File: src/rtl/aq_ifu_pkg.sv
// Shared IFU constants and modular pointer helpers for the return address stack.
package aq_ifu_pkg;

    localparam int RAS_DEPTH = 6;
    localparam int RAS_PC_W  = 24;
    localparam int RAS_PTR_W = 3;
    localparam int RAS_CNT_W = $clog2(RAS_DEPTH + 1);

    // Compare-and-wrap so non-power-of-two depths wrap correctly.
    function automatic int ptr_inc(input int ptr, input int depth);
        return (ptr >= depth - 1) ? 0 : ptr + 1;
    endfunction

    function automatic int ptr_dec(input int ptr, input int depth);
        return (ptr == 0) ? depth - 1 : ptr - 1;
    endfunction

endpackage

File: src/rtl/aq_ifu_ras_ptr.sv
// Top-of-stack pointer and occupancy counter with push/pop/replace/restore update rules.
module aq_ifu_ras_ptr
    import aq_ifu_pkg::*;
#(
    parameter int DEPTH = RAS_DEPTH,
    parameter int PTR_W = RAS_PTR_W,
    parameter int CNT_W = RAS_CNT_W
) (
    input  logic             forever_cpuclk,
    input  logic             cpurst,
    input  logic             push_vld,
    input  logic             pop_vld,
    input  logic             restore_vld,
    input  logic [PTR_W-1:0] restore_ptr,
    input  logic [CNT_W-1:0] restore_cnt,
    output logic [PTR_W-1:0] ptr,
    output logic [CNT_W-1:0] cnt,
    output logic [PTR_W-1:0] ptr_nxt,
    output logic [CNT_W-1:0] cnt_nxt
);

    logic cnt_zero;
    logic cnt_full;

    assign cnt_zero = (cnt == '0);
    assign cnt_full = (cnt == CNT_W'(DEPTH));

    always_comb begin
        ptr_nxt = ptr;
        cnt_nxt = cnt;
        if (restore_vld) begin
            ptr_nxt = restore_ptr;
            cnt_nxt = restore_cnt;
        end else if (push_vld && pop_vld && !cnt_zero) begin
            // Return-then-call replaces the top in place; depth is unchanged.
            ptr_nxt = ptr;
            cnt_nxt = cnt;
        end else if (push_vld) begin
            ptr_nxt = PTR_W'(ptr_inc(int'(ptr), DEPTH));
            cnt_nxt = cnt_full ? cnt : cnt + CNT_W'(1);
        end else if (pop_vld && !cnt_zero) begin
            ptr_nxt = PTR_W'(ptr_dec(int'(ptr), DEPTH));
            cnt_nxt = cnt - CNT_W'(1);
        end
    end

    always_ff @(posedge forever_cpuclk) begin
        if (cpurst) begin
            ptr <= '0;
            cnt <= '0;
        end else begin
            ptr <= ptr_nxt;
            cnt <= cnt_nxt;
        end
    end

endmodule

File: src/rtl/aq_ifu_ras_stack.sv
// Return address stack: entry array, speculative and retire pointer pairs, top-of-stack read.
module aq_ifu_ras_stack
    import aq_ifu_pkg::*;
#(
    parameter int DEPTH = RAS_DEPTH,
    parameter int PC_W  = RAS_PC_W,
    parameter int PTR_W = RAS_PTR_W
) (
    input  logic            forever_cpuclk,
    input  logic            cpurst,
    input  logic            ifu_ras_push_vld,
    input  logic [PC_W-1:0] ifu_ras_push_pc,
    input  logic            ifu_ras_pop_vld,
    input  logic            rtu_ras_push_vld,
    input  logic            rtu_ras_pop_vld,
    input  logic            ifu_ras_flush,
    output logic            ras_ifu_top_vld,
    output logic [PC_W-1:0] ras_ifu_top_pc,
    output logic            ras_ifu_full,
    output logic            ras_ifu_empty
);

    localparam int CNT_W = $clog2(DEPTH + 1);

    logic [PC_W-1:0]  entry_q [DEPTH];
    logic [PTR_W-1:0] spec_ptr;
    logic [CNT_W-1:0] spec_cnt;
    logic [PTR_W-1:0] spec_ptr_nxt;
    logic [CNT_W-1:0] spec_cnt_nxt;
    logic [PTR_W-1:0] rtu_ptr;
    logic [CNT_W-1:0] rtu_cnt;
    logic [PTR_W-1:0] rtu_ptr_nxt;
    logic [CNT_W-1:0] rtu_cnt_nxt;
    logic             ifu_wr_en;
    logic [PTR_W-1:0] ifu_wr_idx;
    logic             ptr_unused;

    aq_ifu_ras_ptr #(
        .DEPTH (DEPTH),
        .PTR_W (PTR_W),
        .CNT_W (CNT_W)
    ) u_rtu_ptr (
        .forever_cpuclk (forever_cpuclk),
        .cpurst         (cpurst),
        .push_vld       (rtu_ras_push_vld),
        .pop_vld        (rtu_ras_pop_vld),
        .restore_vld    (1'b0),
        .restore_ptr    ('0),
        .restore_cnt    ('0),
        .ptr            (rtu_ptr),
        .cnt            (rtu_cnt),
        .ptr_nxt        (rtu_ptr_nxt),
        .cnt_nxt        (rtu_cnt_nxt)
    );

    // Flush restores from the retire pair as it will be after this edge.
    aq_ifu_ras_ptr #(
        .DEPTH (DEPTH),
        .PTR_W (PTR_W),
        .CNT_W (CNT_W)
    ) u_spec_ptr (
        .forever_cpuclk (forever_cpuclk),
        .cpurst         (cpurst),
        .push_vld       (ifu_ras_push_vld),
        .pop_vld        (ifu_ras_pop_vld),
        .restore_vld    (ifu_ras_flush),
        .restore_ptr    (rtu_ptr_nxt),
        .restore_cnt    (rtu_cnt_nxt),
        .ptr            (spec_ptr),
        .cnt            (spec_cnt),
        .ptr_nxt        (spec_ptr_nxt),
        .cnt_nxt        (spec_cnt_nxt)
    );

    assign ptr_unused = ^{spec_ptr_nxt, spec_cnt_nxt, rtu_ptr, rtu_cnt};

    // A push dropped by flush must not write either.
    assign ifu_wr_en  = ifu_ras_push_vld && !ifu_ras_flush;
    assign ifu_wr_idx = (ifu_ras_pop_vld && (spec_cnt != '0))
                      ? spec_ptr
                      : PTR_W'(ptr_inc(int'(spec_ptr), DEPTH));

    always_ff @(posedge forever_cpuclk) begin
        if (cpurst) begin
            for (int i = 0; i < DEPTH; i++) begin
                entry_q[i] <= '0;
            end
        end else if (ifu_wr_en) begin
            for (int i = 0; i < DEPTH; i++) begin
                if (ifu_wr_idx == PTR_W'(i)) begin
                    entry_q[i] <= ifu_ras_push_pc;
                end
            end
        end
    end

    always_comb begin
        ras_ifu_top_pc = '0;
        for (int i = 0; i < DEPTH; i++) begin
            if (spec_ptr == PTR_W'(i)) begin
                ras_ifu_top_pc = entry_q[i];
            end
        end
    end

    assign ras_ifu_empty   = (spec_cnt == '0);
    assign ras_ifu_full    = (spec_cnt == CNT_W'(DEPTH));
    assign ras_ifu_top_vld = !ras_ifu_empty;

endmodule

File: config.mk
export PLATFORM = sky130hd
export DESIGN_NAME = aq_ifu_ras_stack
export DESIGN_NICKNAME = d
export VERILOG_FILES = /design/src/rtl/aq_ifu_pkg.sv /design/src/rtl/aq_ifu_ras_ptr.sv /design/src/rtl/aq_ifu_ras_stack.sv
export SDC_FILE = /design/constraint.sdc
export NUM_CORES = 1
export LEC_CHECK = 0
export BUFFER_PORTS_ARGS = -buffer_cell sky130_fd_sc_hd__buf_2
export CORE_ASPECT_RATIO = 1.2
export CORE_UTILIZATION = 45
export DETAILED_ROUTE_END_ITERATION = 6
export GPL_TIMING_DRIVEN = 0
export MAX_ROUTING_LAYER = met4
export PLACE_DENSITY_LB_ADDON = 0.3
export SYNTH_ARGS = -nofsm -noshare
export SYNTH_HDL_FRONTEND = slang
export SYNTH_SLANG_ARGS = --single-unit
File: constraint.sdc
create_clock -name forever_cpuclk -period 6.9 [get_ports forever_cpuclk]
set_input_delay 0.69 -clock forever_cpuclk [delete_from_list [all_inputs] [get_ports forever_cpuclk]]
set_output_delay 0.69 -clock forever_cpuclk [all_outputs]
set_load 0.005 [all_outputs]
# Word-level counts from Yosys, hierarchy flattened
# Memories as Yosys holds them, arrays and structs flattened.
# Cells that the tools add are included.
# op_classes
n_addsub	8
magnitude_cmp	2
n_eq_ne	14
n_mux	59
n_bitwise	6
n_reduce_logical	21
# ops
operator	n
24-bit two-way mux	12
3-bit two-way mux	21
1-bit two-way mux	26
3-bit equality test (second input constant)	6
3-bit logical NOT	6
3-bit by 1-bit adder with 3-bit output (second input constant)	4
3-bit by 2-bit equality test with 1-bit output (second input constant)	4
3-bit by 1-bit subtractor with 3-bit output (second input constant)	4
1-bit logical AND	8
3-bit by 1-bit equality test with 1-bit output (second input constant)	2
3-bit greater-or-equal comparator (second input constant)	2
1-bit OR	6
3-bit nonzero test	2
1-bit logical NOT	3
3-bit inequality test (second input constant)	1
3-bit AND reduction	1
2-bit inequality test (second input constant)	1
2-bit AND reduction	1
# word_totals
reg_bits	12
mem_bits_rw	144
input_bits	31
n_memories	1
# mem_list
memory	depth	word_bits	rd	rd_clocked_by_memory_dff	write_ports	line_no	text
entry_q	6	24	6	0	6	aq_ifu_ras_stack.sv:25	logic [PC_W-1:0] entry_q [DEPTH];

# Depth between registers and ports, before layout
# logic_depth
ltp_word	9
ltp_mapped	10

# By module
# A second synthesis with hierarchy kept.
# hier_totals
cells_unflattened	854
area_unflattened_um2	8734.6
# modules_own_cells
module	instances	cells_per_inst	area_each_um2
aq_ifu_ras_stack	1	678	7393.3
aq_ifu_ras_ptr	2	88	670.6

# Worst setup path before layout
# OpenSTA, ideal clock, no wires.
# synth_timing
path_kind	register to register
start	register u_spec_ptr.ptr[1]
end	memory entry_q[3][0] in the netlist's numbering, enable pin
setup_ns	0.442
t_arrival_ns	3.301
required_ns	6.458
slack_ns	3.157
path_stages_with_launch	8
n_path_buf	1
path_cell_list	dfxtp_1 -> inv_1 -> ha_1 -> clkbuf_1 -> o21a_1 -> nor2_2 -> a21oi_2 -> o31ai_1
# synth_lines
item	line_no	text
start, declared	aq_ifu_ras_ptr.sv:16	output logic [PTR_W-1:0] ptr,
start signal, assigned	aq_ifu_ras_ptr.sv:52	ptr <= ptr_nxt;
end, declared	aq_ifu_ras_stack.sv:25	

==> metrics.yaml <==
status: "finished clean"
grt_usage_pct: 25.0
cts_sinks: 156
wl_per_cell_um: 19.7
grt_start_max_net_pins: 25
ys_top_cells_by_count: "edfxtp_1, nand2_1, nor2_1"
layout-drive-gt1-share_pct: 13.6
synth_warnings: 0
worst_slack_ns: 2.76
power.density_nw_per_um2: 306
first_pass_iters: 6
final.period_utilization_pct: 60.0
dp_slack_ns: 2.92
portBuffers: 56
cts_resized: 0
relSlewSlack_pct: 14.8
ant_nets: 0
critPathRequiredTime_ns: 6.77
r2r-start: "u_spec_ptr.ptr[1]$_SDFFE_PP0P_"
fmax_mhz: 242
top_layer: "met4"
drt_iter0_drc: 590
drc: 0
clkTransAtPathRegs_ns: 0.06
pin_count: 58
stdcell_area_um2: 9140
grt_pass1_vias: 6024
vias_per_cell: 5.84
dp.final_hpwl_mm: 13.9
gp_congestion: 0.889
cts_tree: "done"
crit_type: "register to register"
die_y_um: 147
num_rows: 52
clockBufferDepth: 2
reg2reg_depth: 9
yosysMostFrequentCell: "edfxtp_1"
hold_viol_final: 0
antenna_found_initial: 0
period_minus_slack_ns: 4.14
via_count: 6191
synth.distinct_cells: 61
slew_violations: 0
p_leak_nw: 3.45
synth_edf_count: 144
clk_latency_ns: 0.43
cts-root-buf: "clkbuf_16"
rsz0062_at_grt: "no"
cts_hold_buf: 0
avgSynthCellArea_um2: 10.5
dpl_cell_area_um2: 8540
syn-num-nets: 800
coreArea_um2: 17000
grt.overflow.total: 0
ys_ff_latch: 156
rrSetupSlack_ns: 2.76
setup_viol: 0
routed_wl_mm: 20.8
grt_first_pass_wirelength_mm: 32.5
nets: 877
arrival_ns: 4.01
critPathCapture: "entry_q[4][8]$_SDFFCE_PN0P_"
wl_met1_mm: 8.33
crit_path_end_kind: "register"
diodes: 0
numCtsBuffers: 17
reg2reg_to: "entry_q[4][8]$_SDFFCE_PN0P_"
netlist_top_cells_area: "edfxtp_1, nand2_1, and2_1, nor2_1, a21oi_1"
area_growth_pct: 15.7
finalSetupTns_ns: 0
clock_skew_ns: 0.00697
irDropWorstVdd_uv: 190
yosys.area.top_type: "edfxtp_1"
synth_cells: 754
nFillCells: 1548
initial_core_util_pct: 46.4
dr_wl_met3_mm: 1.47
startpoint: "u_spec_ptr.ptr[1]$_SDFFE_PP0P_"
ys_seq_area_share_pct: 57.8
crit_path_start_kind: "register"
htreeDepth: 4
die_area_um2: 18100
die_w_um: 123
ys.flop_type: "edfxtp_1"
dr_wl_met2_mm: 10.5
synth_area_um2: 7900
drv_cap: 0
hold_path_class: "input port to register"
crit_fanout: 24
synthArstFlopShare_pct: 0
post-cts-setup-buffers: 0
synth_top_area_share_pct: 54.7
max_slew.worst_pin.slew_ns: 1.27
final cells by class:
| class | instances | area [um2] | share of cell area, % |
|---|---|---|---|
| Clock buffer | 18 | 429 | 4.69 |
| Multi-Input combinational cell | 525 | 3050 | 33.4 |
| Timing Repair Buffer | 58 | 335 | 3.67 |
| Clock inverter | 14 | 169 | 1.85 |
| Buffer | 60 | 275 | 3.01 |
| Sequential cell | 156 | 4560 | 49.9 |
| Tap cell | 216 | 270 | 2.96 |
| Inverter | 13 | 48.8 | 0.534 |
report_power, final:
part,switching (mW),internal (mW),total [mW]
clock network,0.378,0.569,0.947
registers,0.0377,1.12,1.16
logic,0.440,0.251,0.691
total,0.855,1.94,2.80
critical path, cell delays in order (launching register included):
cell and delay [ns]:
dfxtp_1 0.51, inv_1 0.17, ha_1 0.21, clkbuf_1 0.22, o21a_1 0.31, nor2_1 0.15
and3b_1 0.20, a21oi_1 0.59, buf_2 0.40, nand2_1 0.80
routing by layer:
metal  global-route usage (%)  up-vias
met5                        -        -
met4                     9.70        0
met3                     4.77       52
met2                     41.1      279
met1                     30.3     2972
li1                         -     2888
cell usage in the layout (no fill, tap or decap), drive strengths merged, types with 14 or more instances in the layout:
master  instances
o21ai          36
buf            77
nand2         107
nor3           29
a221o          24
inv            14
clkbuf         59
and2           52
edfxtp        144
nand3b         23
a21oi          59
nor2           86
and3           24
ha             14
stage by stage:
step | hold slack [ns] | power (mW) | std cells | utilization, %
after floorplan | 0.546 | 1.61 | 754 | -
after global placement | 0.622 | 1.84 | 1026 | 49.6
after detailed placement | 0.627 | 1.86 | 1028 | 50.1
after CTS | 0.563 | 2.81 | 1060 | 53.6
after global routing | 0.587 | 2.92 | 1060 | 53.6
final | 0.575 | 2.80 | 1060 | 53.6
worst min-delay path by stage:
stage	startpoint	end	slack, ns	depth (start not counted)
final	ifu_ras_push_pc[19]	entry_q[1][19]$_SDFFCE_PN0P_	0.58	2
after floorplan	u_spec_ptr.ptr[0]$_SDFFE_PP0P_	u_spec_ptr.ptr[0]$_SDFFE_PP0P_	0.55	2
after detailed placement	u_spec_ptr.ptr[0]$_SDFFE_PP0P_	u_spec_ptr.ptr[0]$_SDFFE_PP0P_	0.63	2
after CTS	ifu_ras_push_pc[19]	entry_q[1][19]$_SDFFCE_PN0P_	0.56	2
after global placement	u_spec_ptr.ptr[0]$_SDFFE_PP0P_	u_spec_ptr.ptr[0]$_SDFFE_PP0P_	0.62	2
after global routing	ifu_ras_push_pc[19]	entry_q[1][19]$_SDFFCE_PN0P_	0.59	2
flip-flops by register name, summed over array words and instances (netlist names):
name            flops
entry_q           144
u_rtu_ptr.cnt       3
u_rtu_ptr.ptr       3
u_spec_ptr.cnt      3
u_spec_ptr.ptr      3
cells by family after synthesis:
group	count (synthesis)	share of synthesized area [%]
flip-flops	156	57.8
buffers and inverters	73	4.10
AND/OR/NAND/NOR	349	22.1
multiplexers	4	0.522
AO/OA/AOI/OAI	156	12.9
adder cells (fa/ha/maj)	16	2.60
Note: power is estimated with default switching activity, not from simulation.
